==> config.mk <==
export PLATFORM = sky130hd
export DESIGN_NAME = updi_instr_handler
export DESIGN_NICKNAME = d
export VERILOG_FILES = /design/src/rtl/updi_instr_handler.sv
export SDC_FILE = /design/constraint.sdc
export NUM_CORES = 1
export LEC_CHECK = 0
export BUFFER_PORTS_ARGS = -buffer_cell sky130_fd_sc_hd__buf_2
export CAP_MARGIN = 20
export CORE_ASPECT_RATIO = 0.5
export CORE_MARGIN = 4
export CORE_UTILIZATION = 45
export DETAILED_ROUTE_END_ITERATION = 8
export PLACE_DENSITY = 0.69
export SLEW_MARGIN = 40
export SYNTH_ARGS = -nofsm -noshare
export SYNTH_HDL_FRONTEND = slang
export SYNTH_SLANG_ARGS = --single-unit
==> constraint.sdc <==
create_clock -name clk -period 3.6 [get_ports clk]
set_input_delay 0.36 -clock clk [delete_from_list [all_inputs] [get_ports clk]]
set_output_delay 0.36 -clock clk [all_outputs]
set_load 0.03 [all_outputs]
==> src/rtl/updi_instr_handler.sv <==
// rtl/updi_instr_handler.sv - UPDI instruction serializer into the UART TX FIFO
// Emits SYNCH, opcode and payload bytes, pausing on FIFO full and on per-byte ACK waits.
module updi_instr_handler #(
    parameter int MAX_DATA_SIZE  = 16,
    parameter int DATA_ADDR_BITS = $clog2(MAX_DATA_SIZE)
) (
    input  logic                      clk,
    input  logic                      rst,
    input  logic                      start,
    output logic                      ready,
    output logic                      waiting_for_ack,
    input  logic                      ack_received,
    input  logic [7:0]                opcode,
    input  logic [7:0]                data [MAX_DATA_SIZE],
    input  logic [DATA_ADDR_BITS-1:0] data_len,
    input  logic [MAX_DATA_SIZE-1:0]  wait_ack_after,
    output logic [7:0]                fifo_data,
    output logic                      fifo_wr_en,
    input  logic                      fifo_full
);

    localparam int IDX_W = DATA_ADDR_BITS + 1;

    typedef enum logic [2:0] {
        ST_IDLE,
        ST_SYNCH,
        ST_OPCODE,
        ST_DATA,
        ST_WAIT_ACK
    } state_t;

    state_t                    state, state_d;
    logic [IDX_W-1:0]          idx, idx_d;
    logic [7:0]                op_q;
    logic [7:0]                data_q [MAX_DATA_SIZE];
    logic [DATA_ADDR_BITS-1:0] len_q;
    logic [MAX_DATA_SIZE-1:0]  wait_q;
    logic                      load;
    logic                      last;
    logic [DATA_ADDR_BITS-1:0] sel;

    assign sel  = idx[DATA_ADDR_BITS-1:0];
    // Extra index bit keeps the compare exact even when data_len is at its maximum.
    assign last = (idx + IDX_W'(1)) == {1'b0, len_q};

    always_ff @(posedge clk) begin
        if (rst) begin
            state  <= ST_IDLE;
            idx    <= '0;
            op_q   <= '0;
            len_q  <= '0;
            wait_q <= '0;
            data_q <= '{default: '0};
        end else begin
            state <= state_d;
            idx   <= idx_d;
            if (load) begin
                op_q   <= opcode;
                len_q  <= data_len;
                wait_q <= wait_ack_after;
                data_q <= data;
            end
        end
    end

    always_comb begin
        state_d         = state;
        idx_d           = idx;
        load            = 1'b0;
        ready           = 1'b0;
        waiting_for_ack = 1'b0;
        fifo_wr_en      = 1'b0;
        fifo_data       = 8'h00;
        case (state)
            ST_IDLE: begin
                ready = 1'b1;
                if (start) begin
                    load    = 1'b1;
                    idx_d   = '0;
                    state_d = ST_SYNCH;
                end
            end
            ST_SYNCH: begin
                fifo_data  = 8'h55;
                fifo_wr_en = !fifo_full;
                if (!fifo_full) state_d = ST_OPCODE;
            end
            ST_OPCODE: begin
                fifo_data  = op_q;
                fifo_wr_en = !fifo_full;
                if (!fifo_full) state_d = (len_q == '0) ? ST_IDLE : ST_DATA;
            end
            ST_DATA: begin
                fifo_data  = data_q[sel];
                fifo_wr_en = !fifo_full;
                if (!fifo_full) begin
                    if (wait_q[sel])  state_d = ST_WAIT_ACK;
                    else if (last)    state_d = ST_IDLE;
                    else              idx_d   = idx + IDX_W'(1);
                end
            end
            ST_WAIT_ACK: begin
                waiting_for_ack = 1'b1;
                if (ack_received) begin
                    if (last) begin
                        state_d = ST_IDLE;
                    end else begin
                        idx_d   = idx + IDX_W'(1);
                        state_d = ST_DATA;
                    end
                end
            end
            default: state_d = ST_IDLE;
        endcase
    end

endmodule

==> impl_metrics.ini, run 1 <==
[critical_path]
reg2reg_depth = 8
cp.arrival_ns = 2.94
end_kind = output port
rr_startpoint = idx[1]
crit_fanout = 21
reg2reg_slack_ns = 0.71
cp.required_ns = 3.24
critPathLaunchType = flip-flop
cp-startpoint = idx[0]
crit_type = reg2out
r2r_end = idx[1]

[clock_network]
clkTransAtPathRegs_ns = 0.07
cts_buffer_depth = 2
h-tree-depth = 4
cts_inserted_buffers = 17
cts-hold-fix-buffers = 0
cts_sinks = 164
clockRootBuffer = clkbuf_16
cts_tree = done
cts_setup_buffers = 0
worstSkewPairLatency_ns = 0.42
ctsResizeCount = 0

[timing]
worst_pin_slew_ns = 0.722
fmax_mhz = 303
skew_ns = 0.00726
min_period_ns = 3.30
rsz0062_at_grt = no
final.setup.tns_ns = 0
setup_ws_ns = 0.300
slew_viol_final = 0
slew_headroom_pct = 51.8
setup_viol = 0
finalCritPeriodShare_pct = 91.7
hold_viol_final = 0

[synth]
synthCells = 837
ys_seq_elements = 164
yosysTopAreaCell = dfxtp_1
avgSynthCellArea_sq_um = 8.47
synth_area_leaders = dfxtp_1 (46%), nand2_1 (17%), mux4_2 (13%)
yosys.area.top_type_share_pct = 46.3
yosys.cell_types.count = 40
syn_nets = 999
ys_seq_area_share_pct = 46.3
syn_area_sq_um = 7090
yosysWarnings = 0

[finish]
final_nets = 1132
drive_gt1_share_pct = 26.6
syn_to_final_growth_pct = 22.9
design_area_sq_um = 8710
num_antenna_cells = 0
nFillCells = 1392
fin_cells = 1187

[die]
die_height_um = 96.8
start_util_pct = 46.0
core_sq_um = 15400
die_w_um = 186
rows = 32
io_pins = 172
die-area_sq_um = 17900

[route]
vias = 6347
first_pass_iters = 5
wire_per_inst_um = 16.4
drc = 0
drt-initial-drc-count = 688
via_per_inst = 5.35
wl_mm = 19.5
ant_nets = 0

[hold_path]
min_to = wait_q[12]
hold_depth = 3
worstHoldStart = wait_ack_after[12]
hp-class = in2reg

[grt]
use_met1_pct = 31.6
grt_pass1_vias = 6183
top_usage_layer = met2
antenna_found_initial = 1
track_usage_pct = 21.8
grt_pass1_wl_mm = 31.3
grt_overflow = 0
grtUsageMet2_pct = 32.5
grt_util_met3_pct = 6.01
grt_max_degree = 91

[placed_design]
gp_congestion = 0.852
dp_cells = 1155
preCtsSetupSlack_ns = 0.707
place_area_sq_um = 8080
hpwlAfterDp_mm = 14.3
io_buffers = 171

[power_and_ir_drop]
ir_drop_uv = 380
total_power_uw = 5930
power_density_nw_per_um2 = 681
total_leakage_power_uw = 0.00346

[run]
maxCapViolCount = 0

[run_status]
status = finished, final reports clean
## worst max-delay path by stage
stage,end,cells after the start
floorplan,fifo_data[0],7
global placement,fifo_data[5],6
detailed placement,fifo_data[5],6
CTS,fifo_data[4],6
global route,fifo_data[4],6
finish,fifo_data[4],6
## final cells by class
type                            count  area (sq um)  area share [%]
Clock buffer                       20           467            5.36
Clock inverter                     12           166            1.91
Inverter                            3          11.3           0.129
Multi-Input combinational cell    601          3530            40.6
Sequential cell                   164          3290            37.7
Tap cell                          204           255            2.93
Timing Repair Buffer              183           990            11.4
## metrics by stage
stage	utilization, %	hold slack [ns]
floorplan	-	0.432
global placement	52.4	0.440
detailed placement	52.4	0.448
CTS	56.5	0.167
global route	56.5	0.173
finish	56.5	0.175
## cells by family (layout without fill, tap and decap cells)
| family | count (synthesis) | in the layout | synth area share, % |
|---|---|---|---|
| fa+ha+maj | 1 | 1 | 0.176 |
| flops | 164 | 164 | 46.3 |
| xor+xnor | 5 | 5 | 0.618 |
| mux | 50 | 50 | 15.3 |
| simple gates | 354 | 354 | 19.5 |
| buf+inv | 72 | 218 | 3.97 |
| compound gates | 191 | 191 | 14.1 |
## sequential cells by signal (all words and copies together), names as in the netlist
register	flops
op_q	8
state	3
data_q	128
idx	5
wait_q	16
len_q	4
## cells in the mapped netlist
library cell  instances
and2_1                1
nor3b_1               1
or3b_2                1
o21ai_0               9
ha_1                  1
nor2b_1               2
inv_1                 3
nor4_1                1
nand3_1               1
xnor2_1               3
and4b_1               1
nand3b_1              2
a21o_1                1
a21oi_1             167
nand4_1               1
mux4_2               40
buf_6                 1
a22o_1                1
dfxtp_1             164
clkbuf_1             57
nand2_1             322
a22oi_1               2
or4_1                 1
buf_2                 3
buf_1                 8
a2111o_1              1
o21bai_1              2
xor2_1                2
nor3_1                2
a31oi_1               1
or3_1                 1
nor2_1               15
nand2b_1              1
o21a_1                1
mux2i_1               5
mux4_1                5
nor3b_2               1
a41oi_1               2
o22a_1                1
a211oi_1              3
## cells in the final DEF, fill, tap and decap left out, types with 2 or more instances in the layout
cell / n
buf_4: 9
nand3b_1: 2
xor2_1: 2
bufinv_16: 3
a22oi_1: 2
nor3_1: 2
inv_6: 4
a41oi_1: 2
mux2i_1: 5
clkbuf_16: 17
buf_2: 170
clkinv_4: 2
mux4_2: 40
mux4_1: 5
xnor2_1: 3
o21ai_0: 9
a211oi_1: 3
dfxtp_2: 2
inv_1: 3
nor2b_1: 2
o21bai_1: 2
nor2_1: 15
a21oi_1: 167
buf_12: 3
nand2_1: 321
clkbuf_8: 3
dfxtp_1: 162
## where the power goes
part | switching [uW] | internal, uW | leakage (uW)
Sequential | 276 | 2180 | 0.00134
Combinational | 945 | 599 | 0.00180
Clock | 763 | 1160 | 0.000310
## per-layer routing
layer	share of wire, %	vias to the layer above
li1	-	3110
met1	46	2985
met2	45	227
met3	7.9	23
met4	1.2	2
met5	0.067	-
## worst max-delay path, stage by stage, from the launching register on
cell and delay [ns]:
dfxtp_2 0.74, buf_4 0.30, mux4_2 0.31, mux4_1 0.59, o21ai_0 0.25, a21oi_1 0.13
buf_2 0.20
No activity file was read; power rests on OpenSTA's default activity.
==> inputs of run 2 (changes only) <==
CAP_MARGIN = 5   (was 20)
SETUP_SLACK_MARGIN = 0.3   (was unset)
TNS_END_PERCENT = 1   (was unset)
==> run 2 against run 1 <==
- wire length about the same
- clock-buffer cell count unchanged
- first-iteration DRC count unchanged
- clock skew rose by 0.0012 ns
- maximum frequency rose by 6.8%
- worst hold slack worse by 0.00065 ns
- sequential cell count stayed put
- via count hardly changed
- final area is essentially flat
- sequential power is essentially flat
- critical path type unchanged
- highest routed layer unchanged
==> impl_metrics.ini, run 2 (same netlist as run 1, synthesis figures left out) <==
[critical_path]
end_kind = output port
critPathBufInv = 2
critical-path-top-delay-family = multiplexers
cp.required_ns = 3.24
cp.arrival_ns = 2.73
crit_fanout = 21
max_stage_delay_ns = 0.59
crit_type = reg2out
critPathLaunchType = flip-flop
reg2reg_slack_ns = 0.91
crit_slowest_cell = mux4_1
crit_path_cell_trace = buf_4 > mux4_2 > mux4_1 > o21ai_0 > a21oi_1 > buf_2

[finish]
largest_reg_flops = 128
final_common_cell = nand2_1
num_antenna_cells = 0
drive_gt1_share_pct = 26.6
design_area_sq_um = 8710
largest_register = data_q
layout_common_cells = nand2_1 (321), buf_2 (170), a21oi_1 (167)
top_regs = data_q (128), wait_q (16), op_q (8)
fin_cells = 1187
syn_to_final_growth_pct = 22.9
final_nets = 1132

[die]
io_pins = 172
core_sq_um = 15400
die_height_um = 96.8
die-area_sq_um = 17900
die_w_um = 186
rows = 32
start_util_pct = 46.0

[placed_design]
io_buffers = 171
hpwlAfterDp_mm = 14.3
place_area_sq_um = 8080
gp_congestion = 0.852
dp_cells = 1155

[timing]
setup_viol = 0
slew_viol_final = 0
slew_headroom_pct = 52.2
rsz0062_at_grt = no
skew_ns = 0.00842
hold_viol_final = 0
hold_ws_ns = 0.174
worst_pin_slew_ns = 0.716
final.setup.tns_ns = 0
finalCritPeriodShare_pct = 85.9
fmax_mhz = 324
min_period_ns = 3.09

[power_and_ir_drop]
p_sw_share_pct = 33.5
pwr-share-clk_pct = 32.5
power_density_nw_per_um2 = 680
pwr-share-seq_pct = 41.4
total_power_uw = 5930
total_leakage_power_uw = 0.00346
ir_drop_uv = 379
p_switching_uw = 1980
p_int_uw = 3940
comb_power_share_pct = 26.1

[clock_network]
cts_sinks = 164
h-tree-depth = 4
cts_inserted_buffers = 17
clockRootBuffer = clkbuf_16
cts_tree = done
cts-hold-fix-buffers = 0
clkTransAtPathRegs_ns = 0.07
cts_buffer_depth = 2
worstSkewPairLatency_ns = 0.42

[route]
first_pass_iters = 5
vias = 6348
wl_mm = 19.5
ant_nets = 0
wire_per_inst_um = 16.4
drc = 0
drt-initial-drc-count = 688
via_per_inst = 5.35

[grt]
grt_pass1_wl_mm = 31.3
antenna_found_initial = 1
grt_max_degree = 91
grt_overflow = 0
grt_pass1_vias = 6183
track_usage_pct = 21.8

[hold_path]
hp-class = in2reg

[run]
maxCapViolCount = 0

[run_status]
status = finished, final reports clean
## run 2: cell types whose count changed in the layout (fill, tap and decap cells not counted)
cell     change
dfxtp_2      -2
dfxtp_4      +2
## run 2: worst register-to-register path, cell delays in order, from the launching register on
cell      delay (ns)
dfxtp_4         0.55
buf_4           0.29
ha_1            0.34
and4b_1         0.24
a22oi_1         0.08
a2111o_1        0.55
nor3b_2         0.23
a22oi_1         0.21
nor2_1          0.05
## run 2: power by group through the flow
stage	registers, uW	logic (uW)	clock network, uW
6_report	2460	1540	1930
5_1_grt	2500	1740	2030
4_1_cts	2450	1560	1940
3_5_place_dp	2490	1540	0
3_3_place_gp	2490	1510	0
2_1_floorplan	2340	1180	0
## run 2: stage by stage
| stage | setup slack (ns) | util, % |
|---|---|---|
| after floorplan | 0.704 | - |
| after global placement | 0.784 | 52.4 |
| after detailed placement | 0.707 | 52.4 |
| after CTS | 0.313 | 56.5 |
| after global routing | 0.368 | 56.5 |
| final | 0.509 | 56.5 |
## run 2: cell type report
type / count / area [sq um]
multi-input combinational: 601 / 3530
clock buffer: 20 / 467
clock inverter: 12 / 166
inverter: 3 / 11.3
fill: 1391 / 6700
sequential: 164 / 3290
tap: 204 / 255
timing repair buffer: 183 / 990
## run 2: final timing paths
path                      startpoint      endpoint  depth (start not counted)
setup / recovery              idx[0]  fifo_data[4]                          6
hold / removal    wait_ack_after[12]    wait_q[12]                          3
setup reg to reg              idx[1]        idx[1]                          8
hold reg to reg          data_q[110]   data_q[110]                          2
## run 2: what timing repair did
action | CTS | global route
pin swaps | 0 | 0
setup buffers | 0 | 0
setup endpoints to repair | 5 | 5
resized for setup | 1 | 1
## run 2: layer usage
metal / global-route usage (%) / routed length (um)
met5: 0 / 13
met4: 5.24 / 231
met3: 6.01 / 1570
met2: 32.5 / 8720
met1: 31.6 / 8960
